File: config.mk
export PLATFORM = sky130hd
export DESIGN_NAME = clk_period_meter
export DESIGN_NICKNAME = d
export VERILOG_FILES = /design/src/rtl/clk_pkg.sv /design/src/rtl/sync_edge_detect.sv /design/src/rtl/clk_period_meter.sv
export SDC_FILE = /design/constraint.sdc
export NUM_CORES = 1
export LEC_CHECK = 0
export BUFFER_PORTS_ARGS = -buffer_cell sky130_fd_sc_hd__buf_2
export CORE_MARGIN = 2
export CORE_UTILIZATION = 46
export DETAILED_ROUTE_END_ITERATION = 10
export PLACE_DENSITY = 0.73
export SETUP_SLACK_MARGIN = 0.4
export SLEW_MARGIN = 10
export SYNTH_ARGS = -nofsm -noshare
export SYNTH_HDL_FRONTEND = slang
export SYNTH_HIERARCHICAL = 1
export SYNTH_SLANG_ARGS = --single-unit
File: constraint.sdc
create_clock -name clk -period 4.8 [get_ports clk]
set_input_delay 0.48 -clock clk [delete_from_list [all_inputs] [get_ports clk]]
set_output_delay 0.48 -clock clk [all_outputs]
set_load 0.01 [all_outputs]
File: src/rtl/clk_pkg.sv
// Shared constants and helpers for the clock counter/meter family.
package clk_pkg;

  typedef enum logic {
    ST_IDLE    = 1'b0,
    ST_MEASURE = 1'b1
  } meter_state_t;

  // Largest value representable in 'width' bits; width 32 yields all-ones.
  function automatic logic [31:0] cnt_max(input int unsigned width);
    return (32'd1 << width) - 32'd1;
  endfunction

endpackage

File: src/rtl/sync_edge_detect.sv
// Synchronises an asynchronous input and flags its rising edges for one cycle.
module sync_edge_detect #(
  parameter int unsigned SYNC_STAGES = 2
) (
  input  logic clk,
  input  logic rst,
  input  logic din,
  output logic rise
);

  logic [SYNC_STAGES-1:0] sync;
  logic                   dly;

  always_ff @(posedge clk) begin
    if (rst) begin
      sync <= '0;
      dly  <= 1'b0;
    end else begin
      sync <= {sync[SYNC_STAGES-2:0], din};
      dly  <= sync[SYNC_STAGES-1];
    end
  end

  assign rise = sync[SYNC_STAGES-1] & ~dly;

endmodule

File: src/rtl/clk_period_meter.sv
// Measures clk cycles between successive rising edges of sig_in and
// presents each result through a one-entry valid/ready output register.
module clk_period_meter
  import clk_pkg::*;
#(
  parameter int unsigned COUNT_WIDTH = 16,
  parameter int unsigned SYNC_STAGES = 2
) (
  input  logic                   clk,
  input  logic                   rst,
  input  logic                   sig_in,
  output logic [COUNT_WIDTH-1:0] period,
  output logic                   ovf,
  output logic                   out_valid,
  input  logic                   out_ready,
  output logic                   dropped
);

  localparam logic [COUNT_WIDTH-1:0] CNT_MAX = COUNT_WIDTH'(cnt_max(COUNT_WIDTH));
  localparam logic [COUNT_WIDTH-1:0] CNT_ONE = COUNT_WIDTH'(1);

  meter_state_t           state, state_nxt;
  logic                   rise;
  logic [COUNT_WIDTH-1:0] cnt, cnt_nxt;
  logic                   sat, sat_nxt;
  logic                   capture;

  sync_edge_detect #(
    .SYNC_STAGES(SYNC_STAGES)
  ) u_sync (
    .clk  (clk),
    .rst  (rst),
    .din  (sig_in),
    .rise (rise)
  );

  always_ff @(posedge clk) begin
    if (rst) state <= ST_IDLE;
    else     state <= state_nxt;
  end

  always_comb begin
    state_nxt = state;
    if (state == ST_IDLE && rise) state_nxt = ST_MEASURE;
  end

  // sat is raised only when the count would have gone past CNT_MAX, so an
  // interval of exactly CNT_MAX cycles still reports without ovf.
  always_comb begin
    cnt_nxt = cnt;
    sat_nxt = sat;
    capture = 1'b0;
    unique case (state)
      ST_IDLE: begin
        cnt_nxt = rise ? CNT_ONE : '0;
        sat_nxt = 1'b0;
      end
      ST_MEASURE: begin
        if (rise) begin
          capture = 1'b1;
          cnt_nxt = CNT_ONE;
          sat_nxt = 1'b0;
        end else if (cnt == CNT_MAX) begin
          sat_nxt = 1'b1;
        end else begin
          cnt_nxt = cnt + CNT_ONE;
        end
      end
      default: ;
    endcase
  end

  always_ff @(posedge clk) begin
    if (rst) begin
      cnt       <= '0;
      sat       <= 1'b0;
      period    <= '0;
      ovf       <= 1'b0;
      out_valid <= 1'b0;
      dropped   <= 1'b0;
    end else begin
      cnt <= cnt_nxt;
      sat <= sat_nxt;
      if (capture) begin
        period    <= cnt;
        ovf       <= sat;
        out_valid <= 1'b1;
        if (out_valid && !out_ready) dropped <= 1'b1;
      end else if (out_valid && out_ready) begin
        out_valid <= 1'b0;
      end
    end
  end

endmodule

---- After elaboration in Yosys (flattened, before gate mapping) ----
Index checks and enable logic that the tools add are counted.
word-level totals
  bits in registers ....................... 40
  latch bits .............................. 0
  memory bits (writable) .................. 0
  bits in read-only memories .............. 0
  bits of input ports ..................... 4
  output and inout port bits .............. 19
  word-level logic and storage cells ...... 33
  memories kept ........................... 0
cells by class
  $add $sub $neg .......................... 1
  multipliers ............................. 0
  divide/modulo/power cells ............... 0
  magnitude comparators ................... 0
  equality and inequality tests ........... 3
  shifts and indexed selects .............. 0
  multiplexer cells ....................... 11
  bitwise logic cells ..................... 3
  reductions and logical operators ........ 6
operators with widths
  operator               count
  $mux 16                2
  $pmux 16 s2            1
  $add 16x1->16 const B  1
  $eq 16x16->1 const B   1
  $mux 1                 7
  $logic_and 1x1->1      3
  $ne 3x1->1 const B     1
  $ne 3x3->1 const B     1
  $not 1->1              2
  $pmux 1 s2             1
  $reduce_and 2->1       1
  $reduce_bool 2->1      1
  $and 1x1->1            1
  $logic_not 1->1        1

---- Longest topological paths before layout ----
  word-level depth ........................ 5
  mapped depth ............................ 6

---- By module ----
The synthesis kept the hierarchy.
modules (own cells, without submodules)
  module            times used  cells each  area an instance (um2)
  clk_period_meter  1           188         1527.7
  sync_edge_detect  1           7           87.6

---- Least setup slack after synthesis ----
Ideal clock, no wire load.
  path kind ............................... reg2reg
  start point ............................. register cnt[2]
  end point ............................... register cnt[13]
  setup time .............................. 0.070 ns
  arrival time ............................ 1.622 ns
  required time ........................... 4.730 ns
  setup slack ............................. 3.107 ns
  cell stages (with the launch flop) ...... 6
  path through ............................ dfxtp_1 nand3_2 or3_1 buf_2 or4_1 a21oi_1
on the way
  word-level cells in the longest chain between the ends .. 4
  elaborated cells on any way between the ends .. 6
  classes of those cells .................. add/sub (1); eq/ne (2); mux (3)
ends and longest elaborated chain
  item                    line                    source
  from (decl)             clk_period_meter.sv:24  logic [COUNT_WIDTH-1:0] cnt, cnt_nxt;
  from (signal assigned)  clk_period_meter.sv:82  cnt <= cnt_nxt;
  $add 16x1->16           clk_period_meter.sv:66  cnt_nxt = cnt + CNT_ONE;
  $mux 16                 clk_period_meter.sv:63  end else if (cnt == CNT_MAX) begin
  $mux 16                 clk_period_meter.sv:59  if (rise) begin
  $pmux 16 s2             clk_period_meter.sv:53  unique case (state)
Parallel ways exist; a longest one is shown, timed or not. The select of a mux whose other input is x is not followed.
A chain may end at the register's enable or synchronous reset.

---- Worst setup path in the final report ----
  start point ............................. register cnt[12]
  end point ............................... register cnt[6]
on the way
  word-level cells in the longest chain between the ends .. 2
ends and longest elaborated chain
  item                  line
  $eq 16x16->1          clk_period_meter.sv:63
  $ne 3x3->1 (no line)  --
Every way passes these cells.

==> results.yml <==
floorplan:
  start_util_pct: 48.0
  rows: 21
  dieArea_mm2: 0.00400
  core_area_mm2: 0.00336
  die_h_um: 63.3
  pin_count: 23
  die_x_um: 63.3
yosys:
  ys_warn_count: 6
  synth_top_family_by_area: "simple AND/OR/NAND/NOR gates"
  ys_seq_area_share_pct: 49.6
  synthAdderAreaFrac_pct: 0.775
  synth_simple_gate_area_share_pct: 29.8
  syn-cell-area_mm2: 0.00162
  netlist_instances: 195
  synth_mux_area_share_pct: 0
  synth-xor-area-share_pct: 0
  yosysUniqueCellTypes: 32
  synth_compound_area_share_pct: 17.0
  syn_nets: 200
  synth-seq-cells: 40
  synth_area_per_cell_um2: 8.28
timing:
  rsz0062_at_grt: "false"
  drv_slew: 0
  final-hold-violation-count: 0
  tightest_slew_ns: 0.869
  setup_violations: 0
  fin_crit_sh_pct: 41.6
  slew_headroom_pct: 41.5
  skew_ns: 0.00838
  final.setup.tns_ns: 0
  max_freq_mhz: 500
  fin_crit_ns: 2.00
power_and_ir_drop:
  p_switching_uw: 114
  p_clk_share_pct: 38.1
  p_leak_uw: 0.000608
  seqPwrFrac_pct: 59.9
  comb_power_share_pct: 2.0
  power_uw: 560
  p_sw_share_pct: 20.3
  internal_power_uw: 447
  peakVddDrop_mv: 0.109
  power.density_mw_per_mm2: 307
detailed_routing:
  first_iter_violations: 72
  dr.pass1.iters: 4
  num_vias: 1455
  drtAntennaViolNets: 0
  drc: 0
  avgViaCountPerCell: 5.53
  wl_um: 3340
  wire_per_inst_um: 12.7
setup_path:
  rr_worst_depth: 4
  cp_num_buf_inv: 0
  slowest_stage: "nor4_1"
  cp_max_fo: 8
  critPathTopFamily: "simple AND/OR/NAND/NOR gates"
  start_kind: "register"
  rr_endpoint: "cnt[6]$_SDFFE_PP0P_"
  cp.required_ns: 5.03
  r2r_setup_slack_ns: 2.80
  path_class: "reg2reg"
  arrival_ns: 2.23
  crit_chain: "nand4_1 -> nor4_1 -> or4_2 -> a21oi_1"
  max_stage_delay_ns: 0.84
  path_depth: 4
  rr_startpoint: "cnt[12]$_SDFFE_PP0P_"
  cp-end-kind: "register"
layout:
  seq_area_um2: 801
  multiInputGateArea_um2: 768
  design_area_mm2: 0.00183
  drive_gt1_share_pct: 18.0
  area_growth_pct: 13.2
  nFillCells: 333
  antenna_cells: 0
  fin_nets: 221
cts:
  numCtsBuffers: 5
  path_clk_slew_ns: 0.11
  clk_latency_ns: 0.35
  ctsResizeCount: 0
  cts_sinks: 40
  clockBufferDepth: 2
  cts_tree: "yes"
  htreeDepth: 2
  postCtsSetupBuffers: 0
  cts-hold-fix-buffers: 0
  cts_root_buf: "clkbuf_4"
worst_hold_path:
  hold-path-cell-count: 2
  hold_end: "u_sync/sync[0]$_SDFF_PP0_"
  min_from: "sig_in"
  hp-class: "in2reg"
grt:
  overflow: 0
  grt_pass1_wl_um: 5960
  grt_max_degree: 29
  track_usage_pct: 18.8
  grt_pass1_vias: 1312
  antenna_found_initial: 0
run:
  drv_cap: 0
placement:
  placed_area_mm2: 0.00175
  io_buffers: 22
  gp_congestion: 0.876
  dp_hpwl_um: 2350
outcome:
  outcome: "finished clean"
cell usage after synthesis:
cell type  count  area (um^2)
nand2_1       43          161
dfxtp_1       40          801
a21oi_1       30          150
nor2_1        10         37.5
clkbuf_1       7         26.3
o31ai_1        7         52.6
or4_1          6         45.0
nand4_1        5         31.3
inv_1          4         15.0
nand3_1        4         20.0
nor3_1         4         20.0
nand2b_1       3         18.8
nor2b_1        3         18.8
nor4_1         3         18.8
o21ai_0        3         15.0
or2_2          3         18.8
a31oi_1        2         12.5
and2_1         2         12.5
nand3_2        2         20.0
or4_2          2         17.5
a211oi_1       1         7.51
and4_1         1         8.76
buf_2          1         5.00
ha_1           1         12.5
nand4b_1       1         8.76
nor2b_2        1         8.76
o21ba_2        1         10.0
o221ai_1       1         8.76
o311ai_0       1         8.76
o41ai_1        1         8.76
or3_1          1         6.26
or3b_2         1         8.76
metrics by stage:
stage / setup slack (ns) / hold WS, ns / instances / util (%)
2_1_floorplan: 3.11 / 0.414 / 195 / -
3_3_place_gp: 2.87 / 0.441 / 255 / 52.1
3_5_place_dp: 2.83 / 0.444 / 255 / 52.1
4_1_cts: 2.81 / 0.348 / 263 / 54.4
5_1_grt: 2.54 / 0.385 / 263 / 54.4
6_report: 2.80 / 0.351 / 263 / 54.4
worst max-delay path by stage:
stage	start	end
2_1_floorplan	cnt[2]$_SDFFE_PP0P_	cnt[13]$_SDFFE_PP0P_
3_3_place_gp	cnt[12]$_SDFFE_PP0P_	cnt[4]$_SDFFE_PP0P_
3_5_place_dp	cnt[12]$_SDFFE_PP0P_	cnt[6]$_SDFFE_PP0P_
4_1_cts	cnt[12]$_SDFFE_PP0P_	cnt[6]$_SDFFE_PP0P_
5_1_grt	cnt[12]$_SDFFE_PP0P_	cnt[3]$_SDFFE_PP0P_
6_report	cnt[12]$_SDFFE_PP0P_	cnt[6]$_SDFFE_PP0P_
per-layer routing:
| metal | vias to the layer above | part of all wire, % | GRT usage, % |
|---|---|---|---|
| met4 | 0 | 0.81 | 11.7 |
| met2 | 57 | 44 | 27.1 |
| li1 | 741 | - | - |
| met5 | - | 0 | 0 |
| met3 | 3 | 7.0 | 4.11 |
| met1 | 654 | 48 | 25.5 |
sequential cells by signal, summed over array words and instances, names as in the netlist:
signal,cells
cnt,16
dropped,1
out_valid,1
ovf,1
period,16
sat,1
state,1
u_sync/dly,1
u_sync/sync,2
power by group through the flow:
stage | Sequential (uW) | Combinational [uW] | Clock (uW)
floorplan | 343 | 7.96 | 0
global placement | 343 | 11.1 | 0
detailed placement | 343 | 11.4 | 0
CTS | 336 | 11.5 | 219
global route | 336 | 12.6 | 230
finish | 336 | 11.4 | 213
placed cells by master (no fill, tap or decap), drive strengths merged, types with 4 or more instances in the layout:
| master | instances |
|---|---|
| clkbuf | 6 |
| nand2 | 43 |
| nand4 | 5 |
| a21oi | 30 |
| nor3 | 4 |
| inv | 4 |
| buf | 22 |
| nor2 | 10 |
| or4 | 8 |
| dfxtp | 40 |
| nor2b | 4 |
| nand3 | 6 |
| o31ai | 7 |
logic make-up after synthesis:
kind of cell / Yosys count
flops: 40
simple gates: 95
buf+inv: 12
fa+ha+maj: 1
compound gates: 47
worst reg2reg max path, delay by kind of cell, from the launching register on:
kind | cells | cell delay [ns]
AO/OA/AOI/OAI | 1 | 0.06
flip-flops | 1 | 0.45
AND/OR/NAND/NOR | 3 | 1.38
cell type report:
type,instances,share of cell area (%)
clock inverter,2,1.92
clock buffer,6,2.26
inverter,4,0.821
timing repair buffer,22,6.02
sequential,40,43.8
tap,46,3.15
multi-input combinational,143,42.0
No activity file was read; power rests on OpenSTA's default activity.
